File: config.mk
export PLATFORM = sky130hd
export DESIGN_NAME = video_timing_gen_flat
export DESIGN_NICKNAME = d
export VERILOG_FILES = /design/src/rtl/vtg_pkg.sv /design/src/rtl/vtg_if.sv /design/src/rtl/vtg_axis.sv /design/src/rtl/video_timing_gen.sv /design/src/flat_wrapper.sv
export SDC_FILE = /design/constraint.sdc
export NUM_CORES = 1
export LEC_CHECK = 0
export ABC_AREA = 0
export BUFFER_PORTS_ARGS = -buffer_cell sky130_fd_sc_hd__buf_4
export CORE_MARGIN = 4
export CORE_UTILIZATION = 55
export DETAILED_ROUTE_END_ITERATION = 16
export HOLD_SLACK_MARGIN = 0.15
export PLACE_DENSITY = 0.7
export SLEW_MARGIN = 20
export SYNTH_ARGS = -nofsm -noshare
export SYNTH_HDL_FRONTEND = slang
export SYNTH_HIERARCHICAL = 1
export SYNTH_SLANG_ARGS = --single-unit
File: constraint.sdc
create_clock -name MasterClock -period 6.8 [get_ports MasterClock]
set_input_delay 0.34 -clock MasterClock [delete_from_list [all_inputs] [get_ports MasterClock]]
set_output_delay 0.34 -clock MasterClock [all_outputs]
set_load 0.1 [all_outputs]
File: src/rtl/vtg_pkg.sv
// Shared constants for the raster timing generator: register map and power-on timing.
package vtg_pkg;

  localparam int HW_DEF = 9;
  localparam int VW_DEF = 9;

  typedef enum logic [2:0] {
    ADDR_HLEN = 3'd0,
    ADDR_HBLK = 3'd1,
    ADDR_HSS  = 3'd2,
    ADDR_HSE  = 3'd3,
    ADDR_VLEN = 3'd4,
    ADDR_VBLK = 3'd5,
    ADDR_VSS  = 3'd6,
    ADDR_VSE  = 3'd7
  } reg_addr_e;

  localparam logic [8:0] HLEN_RST = 9'd383;
  localparam logic [8:0] HBLK_RST = 9'd256;
  localparam logic [8:0] HSS_RST  = 9'd300;
  localparam logic [8:0] HSE_RST  = 9'd332;
  localparam logic [8:0] VLEN_RST = 9'd311;
  localparam logic [8:0] VBLK_RST = 9'd200;
  localparam logic [8:0] VSS_RST  = 9'd250;
  localparam logic [8:0] VSE_RST  = 9'd253;

endpackage

File: src/rtl/vtg_if.sv
// Control/status bundle between the timing generator and its host.
interface vtg_if
  import vtg_pkg::*;
#(
  parameter int HW = HW_DEF,
  parameter int VW = VW_DEF
);
  logic          CE;
  logic          REG_WR;
  logic [2:0]    REG_ADDR;
  logic [8:0]    REG_DATA;
  logic [HW-1:0] HCNT;
  logic [VW-1:0] VCNT;
  logic          HSYNCL;
  logic          VSYNCL;
  logic          BLANK;
  logic          EOL;
  logic          EOF;

  modport master (
    output CE, REG_WR, REG_ADDR, REG_DATA,
    input  HCNT, VCNT, HSYNCL, VSYNCL, BLANK, EOL, EOF
  );

  modport slave (
    input  CE, REG_WR, REG_ADDR, REG_DATA,
    output HCNT, VCNT, HSYNCL, VSYNCL, BLANK, EOL, EOF
  );
endinterface

File: src/rtl/vtg_axis.sv
// One raster axis: wrapping counter plus sync/blank flags decoded from the pre-step count.
module vtg_axis #(
  parameter int W = 9
) (
  input  logic         clk,
  input  logic         rst_n,
  input  logic         step_i,
  input  logic [W-1:0] len_i,
  input  logic [W-1:0] blk_i,
  input  logic [W-1:0] ss_i,
  input  logic [W-1:0] se_i,
  output logic [W-1:0] cnt_o,
  output logic         sync_o,
  output logic         blank_o,
  output logic         carry_o
);

  localparam logic [W-1:0] ONE = W'(1);

  logic [W-1:0] cnt_q, cnt_d;
  logic         sync_q, sync_d;
  logic         blank_q, blank_d;
  logic         wrap;

  // A shrunken LEN below the live count still ends the axis when the counter rolls over.
  assign wrap = (cnt_q == len_i) || (cnt_q == '1);

  always_comb begin
    // NOTE: every _d is given its hold value first so no path can infer a latch.
    cnt_d   = cnt_q;
    sync_d  = sync_q;
    blank_d = blank_q;
    if (step_i) begin
      cnt_d = wrap ? '0 : cnt_q + ONE;
      if (cnt_q == se_i)      sync_d = 1'b0;
      else if (cnt_q == ss_i) sync_d = 1'b1;
      if (wrap)                blank_d = 1'b0;
      else if (cnt_q == blk_i) blank_d = 1'b1;
    end
  end

  // NOTE: non-blocking updates so every flop samples the pre-edge state.
  always_ff @(posedge clk or negedge rst_n) begin
    if (!rst_n) begin
      cnt_q   <= '0;
      sync_q  <= 1'b0;
      blank_q <= 1'b0;
    end else begin
      cnt_q   <= cnt_d;
      sync_q  <= sync_d;
      blank_q <= blank_d;
    end
  end

  assign cnt_o   = cnt_q;
  assign sync_o  = sync_q;
  assign blank_o = blank_q;
  assign carry_o = wrap;

endmodule

File: src/rtl/video_timing_gen.sv
// Raster timing generator: timing register file, horizontal/vertical axes, blank and strobes.
module video_timing_gen
  import vtg_pkg::*;
#(
  parameter int HW = HW_DEF,
  parameter int VW = VW_DEF
) (
  input logic  MasterClock,
  input logic  RESETL,
  vtg_if.slave bus
);

  logic [HW-1:0] hlen_q, hblk_q, hss_q, hse_q;
  logic [VW-1:0] vlen_q, vblk_q, vss_q, vse_q;

  logic [HW-1:0] hcnt;
  logic [VW-1:0] vcnt;
  logic          hsync, hblank, hwrap;
  logic          vsync, vblank, vwrap;
  logic          vstep;
  logic          eol_q, eol_d;
  logic          eof_q, eof_d;

  // NOTE: the timing registers carry power-on defaults, so they sit on the async reset.
  always_ff @(posedge MasterClock or negedge RESETL) begin
    if (!RESETL) begin
      hlen_q <= HLEN_RST[HW-1:0];
      hblk_q <= HBLK_RST[HW-1:0];
      hss_q  <= HSS_RST[HW-1:0];
      hse_q  <= HSE_RST[HW-1:0];
      vlen_q <= VLEN_RST[VW-1:0];
      vblk_q <= VBLK_RST[VW-1:0];
      vss_q  <= VSS_RST[VW-1:0];
      vse_q  <= VSE_RST[VW-1:0];
    end else if (bus.REG_WR) begin
      unique case (reg_addr_e'(bus.REG_ADDR))
        ADDR_HLEN: hlen_q <= bus.REG_DATA[HW-1:0];
        ADDR_HBLK: hblk_q <= bus.REG_DATA[HW-1:0];
        ADDR_HSS:  hss_q  <= bus.REG_DATA[HW-1:0];
        ADDR_HSE:  hse_q  <= bus.REG_DATA[HW-1:0];
        ADDR_VLEN: vlen_q <= bus.REG_DATA[VW-1:0];
        ADDR_VBLK: vblk_q <= bus.REG_DATA[VW-1:0];
        ADDR_VSS:  vss_q  <= bus.REG_DATA[VW-1:0];
        ADDR_VSE:  vse_q  <= bus.REG_DATA[VW-1:0];
      endcase
    end
  end

  vtg_axis #(.W(HW)) u_haxis (
    .clk     (MasterClock),
    .rst_n   (RESETL),
    .step_i  (bus.CE),
    .len_i   (hlen_q),
    .blk_i   (hblk_q),
    .ss_i    (hss_q),
    .se_i    (hse_q),
    .cnt_o   (hcnt),
    .sync_o  (hsync),
    .blank_o (hblank),
    .carry_o (hwrap)
  );

  // Lines advance only on the pixel step that ends a line.
  assign vstep = bus.CE & hwrap;

  vtg_axis #(.W(VW)) u_vaxis (
    .clk     (MasterClock),
    .rst_n   (RESETL),
    .step_i  (vstep),
    .len_i   (vlen_q),
    .blk_i   (vblk_q),
    .ss_i    (vss_q),
    .se_i    (vse_q),
    .cnt_o   (vcnt),
    .sync_o  (vsync),
    .blank_o (vblank),
    .carry_o (vwrap)
  );

  assign eol_d = vstep;
  assign eof_d = vstep & vwrap;

  always_ff @(posedge MasterClock or negedge RESETL) begin
    if (!RESETL) begin
      eol_q <= 1'b0;
      eof_q <= 1'b0;
    end else begin
      eol_q <= eol_d;
      eof_q <= eof_d;
    end
  end

  assign bus.HCNT   = hcnt;
  assign bus.VCNT   = vcnt;
  assign bus.HSYNCL = ~hsync;
  assign bus.VSYNCL = ~vsync;
  assign bus.BLANK  = hblank | vblank;
  assign bus.EOL    = eol_q;
  assign bus.EOF    = eof_q;

endmodule

File: src/flat_wrapper.sv
// flat-port wrapper written by rule: the top's interface ports become plain ports
module video_timing_gen_flat import vtg_pkg::*;
#(
  parameter int HW = HW_DEF,
  parameter int VW = VW_DEF
)
  (MasterClock, RESETL, bus_CE, bus_REG_WR, bus_REG_ADDR, bus_REG_DATA, bus_HCNT, bus_VCNT, bus_HSYNCL, bus_VSYNCL, bus_BLANK, bus_EOL, bus_EOF);
  vtg_if #(.HW(HW), .VW(VW)) bus_i ();
  input logic MasterClock;
  input logic RESETL;
  input wire logic [$bits(bus_i.CE)-1:0] bus_CE;
  input wire logic [$bits(bus_i.REG_WR)-1:0] bus_REG_WR;
  input wire logic [$bits(bus_i.REG_ADDR)-1:0] bus_REG_ADDR;
  input wire logic [$bits(bus_i.REG_DATA)-1:0] bus_REG_DATA;
  output wire logic [$bits(bus_i.HCNT)-1:0] bus_HCNT;
  output wire logic [$bits(bus_i.VCNT)-1:0] bus_VCNT;
  output wire logic [$bits(bus_i.HSYNCL)-1:0] bus_HSYNCL;
  output wire logic [$bits(bus_i.VSYNCL)-1:0] bus_VSYNCL;
  output wire logic [$bits(bus_i.BLANK)-1:0] bus_BLANK;
  output wire logic [$bits(bus_i.EOL)-1:0] bus_EOL;
  output wire logic [$bits(bus_i.EOF)-1:0] bus_EOF;
  assign bus_i.CE = bus_CE;
  assign bus_i.REG_WR = bus_REG_WR;
  assign bus_i.REG_ADDR = bus_REG_ADDR;
  assign bus_i.REG_DATA = bus_REG_DATA;
  assign bus_HCNT = bus_i.HCNT;
  assign bus_VCNT = bus_i.VCNT;
  assign bus_HSYNCL = bus_i.HSYNCL;
  assign bus_VSYNCL = bus_i.VSYNCL;
  assign bus_BLANK = bus_i.BLANK;
  assign bus_EOL = bus_i.EOL;
  assign bus_EOF = bus_i.EOF;
  video_timing_gen #(.HW(HW), .VW(VW)) u_core (.MasterClock(MasterClock), .RESETL(RESETL), .bus(bus_i));
endmodule
* Yosys cells after proc, flatten, opt, wreduce, memory -nomap -nowiden
Index checks and enable logic that the tools add are counted.
Storage, ports and cells: output and inout bits 23, input bits 16, register bits 96, logic and storage cells 69
Operators by class: $add $sub $neg 2, bitwise logic cells 5, muxes and demuxes 10, eq/ne operators 17, reductions and logical operators 19
Operators by type and width (count):
- == test 9 bit | 8
- AND reduction 2 bit | 12
- adder 9 x 1 -> 9 bit (second input constant) | 2
- == test 9 bit (second input constant) | 2
- two-way mux 9 bit | 2
- == test 3 bit (second input constant) | 4
- two-way mux 1 bit | 8
- nonzero test 2 bit | 4
- == test 3 x 2 -> 1 bit (second input constant) | 2
- == test 3 x 1 -> 1 bit (second input constant) | 1
- zero test 3 bit | 1
- bitwise AND 1 bit | 2
- logical OR 1 bit | 2
- inverter 1 bit | 2
- bitwise OR 1 bit | 1

* Logic depth before layout (Yosys ltp)
word-level depth 4, depth in mapped cells 12

* By module
The synthesis kept the hierarchy.
Modules (own cells, without submodules):
- video_timing_gen | times used 1, area an instance 2867.8 µm², cells an instance 166
- vtg_axis | times used 2, area an instance 975.9 µm², cells an instance 106

* Worst setup path before layout
No wires, ideal clock.
kind flip-flop to flip-flop, from register u_core.u_haxis.cnt_q[3] (netlist: u_core/u_haxis/cnt_o[3]), to register u_core.u_vaxis.sync_q (netlist: u_core/u_vaxis/sync_o), clock period less this slack 2.852 ns, required time 6.649 ns, stages on the path, launching flop included 11, path slack 3.948 ns, arrival 2.701 ns, buffers on the path 4, path through dfrtp_1 buf_2 nand4_1 nor2_1 ha_1 a41o_1 buf_6 and2_1 clkbuf_1 clkbuf_1 a41oi_1
On the way: cells in the longest elaborated chain, start to end 4, elaborated cells on any way between the ends 5, classes of those cells eq/ne: 2; bitwise: 1; reduce/logical: 2
Ends and longest elaborated chain:
- from (decl) | RTL line vtg_axis.sv:20 | logic [W-1:0] cnt_q, cnt_d;
- from (signal assigned) | RTL line vtg_axis.sv:49 | cnt_q <= cnt_d;
- == test 9 bit | RTL line vtg_axis.sv:26 | assign wrap = (cnt_q == len_i) || (cnt_q == '1);
- logical OR 1 bit (*) | RTL line vtg_axis.sv:26
- net u_core.hwrap | RTL line video_timing_gen.sv:18 | logic hsync, hblank, hwrap;
- bitwise AND 1 bit (*) | RTL line video_timing_gen.sv:64 | assign vstep = bus.CE & hwrap;
- net u_core.eol_d | RTL line video_timing_gen.sv:21 | logic eol_q, eol_d;
- AND reduction 2 bit (no line) (*)
- to (signal assigned) | RTL line vtg_axis.sv:50 | sync_q <= sync_d;
- to (decl) | RTL line vtg_axis.sv:21 | logic sync_q, sync_d;
The timed path passes the listed nets; every way through them passes the cells marked *. A chain may end at the register's enable or synchronous reset.

* Final worst setup path
from register u_core.u_haxis.cnt_q[0] (netlist: u_core/u_haxis/cnt_o[0]), to register u_core.u_vaxis.cnt_q[5] (netlist: u_core/u_vaxis/cnt_o[5])
On the way: cells in the longest elaborated chain, start to end 3, elaborated cells on any way between the ends 4, classes of those cells eq/ne: 2; bitwise: 1; reduce/logical: 1
Ends and longest elaborated chain (RTL line):
- == test 9 bit | vtg_axis.sv:26
- logical OR 1 bit (*) | vtg_axis.sv:26
- net u_core.hwrap | video_timing_gen.sv:18
- bitwise AND 1 bit (*) | video_timing_gen.sv:64
- net u_core.eol_d | video_timing_gen.sv:21
- to (signal assigned) | vtg_axis.sv:49
- to (decl) | vtg_axis.sv:20
Marked as above.

==> impl_metrics.yaml <==
die:
  initial_core_util_pct: 57.5
  die-width_um: 102
  num_rows: 33
  core_region_area_um2: 8380
  ios: 39
  die_height_um: 102
  die_area_um2: 10300
detailed_routing:
  routed_wl_mm: 9.99
  route.detailed.drc: 0
  route.detailed.wl_per_inst_um: 19.6
  vias_per_cell: 5.76
  first_iter_violations: 74
  route.vias.total: 2944
  number_of_routed_nets_with_antenna_violations: 0
  drtPass1Iterations: 4
power_and_ir_drop:
  p_switching_uw: 786
  cellInternalPower_uw: 1200
  peakVddDrop_mv: 0.154
  p_comb_share_pct: 33.8
  power_frac_seq_pct: 45.5
  clkPwrFrac_pct: 20.7
  p_sw_share_pct: 39.6
  total_leakage_power_uw: 0.00235
  powerDensity_nw_per_um2: 375
critical_path:
  worst_ep_arrival_time_ps: 3240
  worstSetupStartpointType: "flip-flop"
  crit_chain: "ha_1 > nand3_1 > nor2_1 > ha_1 > a41o_1 > and2_1 > and3_1 > nand4_1 > xor2_1 > a21oi_1"
  timing.setup.critical_path_class: "flip-flop to flip-flop"
  timing.critical_path.mode_cell: "ha_1"
  critical-path-top-delay-family: "simple AND/OR/NAND/NOR gates"
  crit_path_max_fanout: 21
  critical_path_buf_inv_count: 0
  crit_path_end_kind: "flip-flop"
  crit_path_max_cell_delay_ps: 610
  critical_path_required_ps: 7090
  critPathSlowestCell: "and2_1"
timing:
  timing.final.crit_share_pct: 43.3
  finalWorstPathRequiredPeriod_ps: 2950
  tns_setup_ps: 0
  maxSlewViolCount: 0
  worst_slew_margin_rel_pct: 44.4
  final_hold_viol_count: 0
  final-setup-viol-count: 0
  timing_worst_slew_pin_value_ps: 834
  finClkSkew_ps: 18.8
  max_freq_mhz: 339
  rsz_0062_raised_after_global_routing: "false"
grt:
  grt_pass1_vias: 2948
  antenna_violations_before_repair: 0
  global_route.overflow_total: 0
  grtUsageTotal_pct: 20.4
  grt_first_pass_wirelength_mm: 16.0
  grt_start_max_net_pins: 69
yosys:
  post_synthesis_instance_area_um2: 4820
  post_synth.cell_area_avg_um2: 12.8
  synth.net_count: 398
  synth_cell_types: 30
  ys.warnings.count: 6
  synth.yosys.seq_area_share_pct: 50.9
  ys_ff_latch: 96
  number_of_cells_produced_by_synthesis: 378
clocking:
  path_clk_slew_ps: 100
  hold_fix_buffer_count_after_cts: 1
  cts-root-buf: "clkbuf_8"
  cts.path.max_buffers: 2
  cts.sinks: 96
  post-cts-setup-buffer-count: 0
  cts_htree_levels: 3
  tritoncts.num_buffers: 9
  post_cts_resized: 0
  clock_latency_ps: 360
  tritoncts: "done"
flow_run:
  drv.max_cap_violation_count: 0
layout:
  layout.nets: 421
  insertedDiodeCount: 0
  footprint_of_the_multi_input_gates_um2: 2150
  final_core_utilization_pct: 63.2
  synthToLayoutAreaGrowth_pct: 9.94
  seq_area_um2: 2450
  fillerInstances: 674
  drive_gt1_share_pct: 42.6
placement:
  gp_congestion: 0.842
  port_bufs: 38
  place_hpwl_mm: 7.02
worst_hold_path:
  class_of_the_tightest_hold_or_removal_check: "input pin to flip-flop"
run_status:
  status: "finished clean"
==> through the flow <==
step / hold WS, ps / worst slack, ps / cells / power [uW] / cell area (um^2)
2_1_floorplan: 44.4 / 3950 / 378 / 1430 / 4820
3_3_place_gp: 282 / 4020 / 494 / 1570 / 5070
3_5_place_dp: 278 / 3910 / 494 / 1590 / 5070
4_1_cts: 277 / 3900 / 511 / 2000 / 5300
5_1_grt: 292 / 3700 / 511 / 2080 / 5300
6_report: 290 / 3850 / 511 / 1990 / 5300
==> cells in the final DEF (no fill, tap or decap) <==
master         instances
nand4b_1               3
nand2b_1               4
nor4_1                14
o22ai_1                4
xor2_1                70
or2_2                  1
clkinv_4               1
mux2_2                72
a41oi_1                6
clkinv_2               1
dfstp_2               39
nor4b_4                1
nor3_1                 2
a21oi_1               14
clkinvlp_4             1
and2_1                 1
xnor2_1               14
a41o_1                 2
inv_1                  6
buf_4                 42
bufinv_16              2
and3_1                 3
nand2_1                8
nor2_1                 6
dfrtp_1               57
clkbuf_8              10
clkbuf_1               1
nand4_1                9
nor4bb_2               3
ha_1                   4
dlygate4sd3_1          1
nand3_1                2
o21ai_0                2
==> sequential cells by signal (all words and copies together), names as in the netlist, 9 cells and up <==
name and cells:
u_core/hlen_q 9, u_core/u_vaxis/cnt_o 9, u_core/u_haxis/cnt_o 9, u_core/hss_q 9, u_core/vse_q 9, u_core/hblk_q 9, u_core/vblk_q 9, u_core/vss_q 9
u_core/hse_q 9, u_core/vlen_q 9
==> worst reg2reg max path: cells and delay by family (launching register included) <==
kind                       cells  cell delay (ps)
AOI/OAI and AO/OA              2              450
and+or+nand+nor                5             1240
DFF                            1              590
xor gates and xnor gates       1              170
adders and majority gates      2              430
==> cells by family after synthesis <==
group / share of synthesized area, %
AOI/OAI and AO/OA: 3.69
muxes: 16.8
DFF: 50.9
adders and majority gates: 1.04
and+or+nand+nor: 7.32
xor gates and xnor gates: 15.3
buffers and inverters: 5.01
==> synth_stat cells, drive strengths merged <==
| library cell | count | area, um^2 |
|---|---|---|
| xor2 | 70 | 613 |
| nor4bb | 3 | 30.0 |
| nand2b | 4 | 25.0 |
| ha | 4 | 50.1 |
| a21oi | 14 | 70.1 |
| clkbuf | 6 | 42.5 |
| and2 | 1 | 6.26 |
| a41o | 2 | 20.0 |
| xnor2 | 14 | 123 |
| nor3 | 2 | 10.0 |
| o21ai | 2 | 10.0 |
| buf | 25 | 176 |
| a41oi | 6 | 52.6 |
| nor4 | 14 | 87.6 |
| or2 | 1 | 6.26 |
| o22ai | 4 | 25.0 |
| dfrtp | 57 | 1430 |
| nor4b | 1 | 23.8 |
| nand2 | 8 | 30.0 |
| nor2 | 6 | 22.5 |
| nand4b | 3 | 26.3 |
| nand3 | 2 | 10.0 |
| dfstp | 39 | 1020 |
| inv | 6 | 22.5 |
| nand4 | 9 | 56.3 |
| and3 | 3 | 18.8 |
| mux2 | 72 | 811 |
==> power groups by stage <==
stage | Combinational, uW | Clock, uW | Sequential (uW)
global placement | 667 | 0 | 906
floorplan | 425 | 0 | 1010
finish | 672 | 410 | 904
CTS | 675 | 420 | 903
global route | 715 | 442 | 924
detailed placement | 672 | 0 | 914
==> path summary, 6_finish.rpt <==
| kind | start | endpoint | slack, ps | cells past startpoint |
|---|---|---|---|---|
| setup / recovery | u_core/u_haxis/cnt_o[0] | u_core/u_vaxis/cnt_o[5] | 3850 | 10 |
| hold / removal | bus_REG_DATA[6] | u_core/vse_q[6] | 290 | 2 |
| setup reg to reg | u_core/u_haxis/cnt_o[0] | u_core/u_vaxis/cnt_o[5] | 3850 | 10 |
| hold reg to reg | u_core/hss_q[7] | u_core/hss_q[7] | 530 | 1 |
| max in group asynchronous | RESETL | u_core/hse_q[5] | 5210 | 3 |
| min in group asynchronous | RESETL | u_core/u_vaxis/cnt_o[2] | 420 | 2 |
==> layout make-up <==
class,count,area share (%)
clock buffer,11,2.67
timing repair buffer,43,6.14
inverter,6,0.425
sequential,96,46.3
multi-input combinational,245,40.5
tap,105,2.48
clock inverter,5,1.53
==> metal layers <==
| metal | up-vias | routed length, um | track usage, % |
|---|---|---|---|
| met1 | 1500 | 5000 | 30.7 |
| met2 | 76 | 4420 | 30.6 |
| li1 | 1357 | - | - |
| met4 | 0 | 146 | 7.16 |
| met5 | - | 0 | 0 |
| met3 | 11 | 422 | 2.55 |
Note: power is estimated with default switching activity, not from simulation.
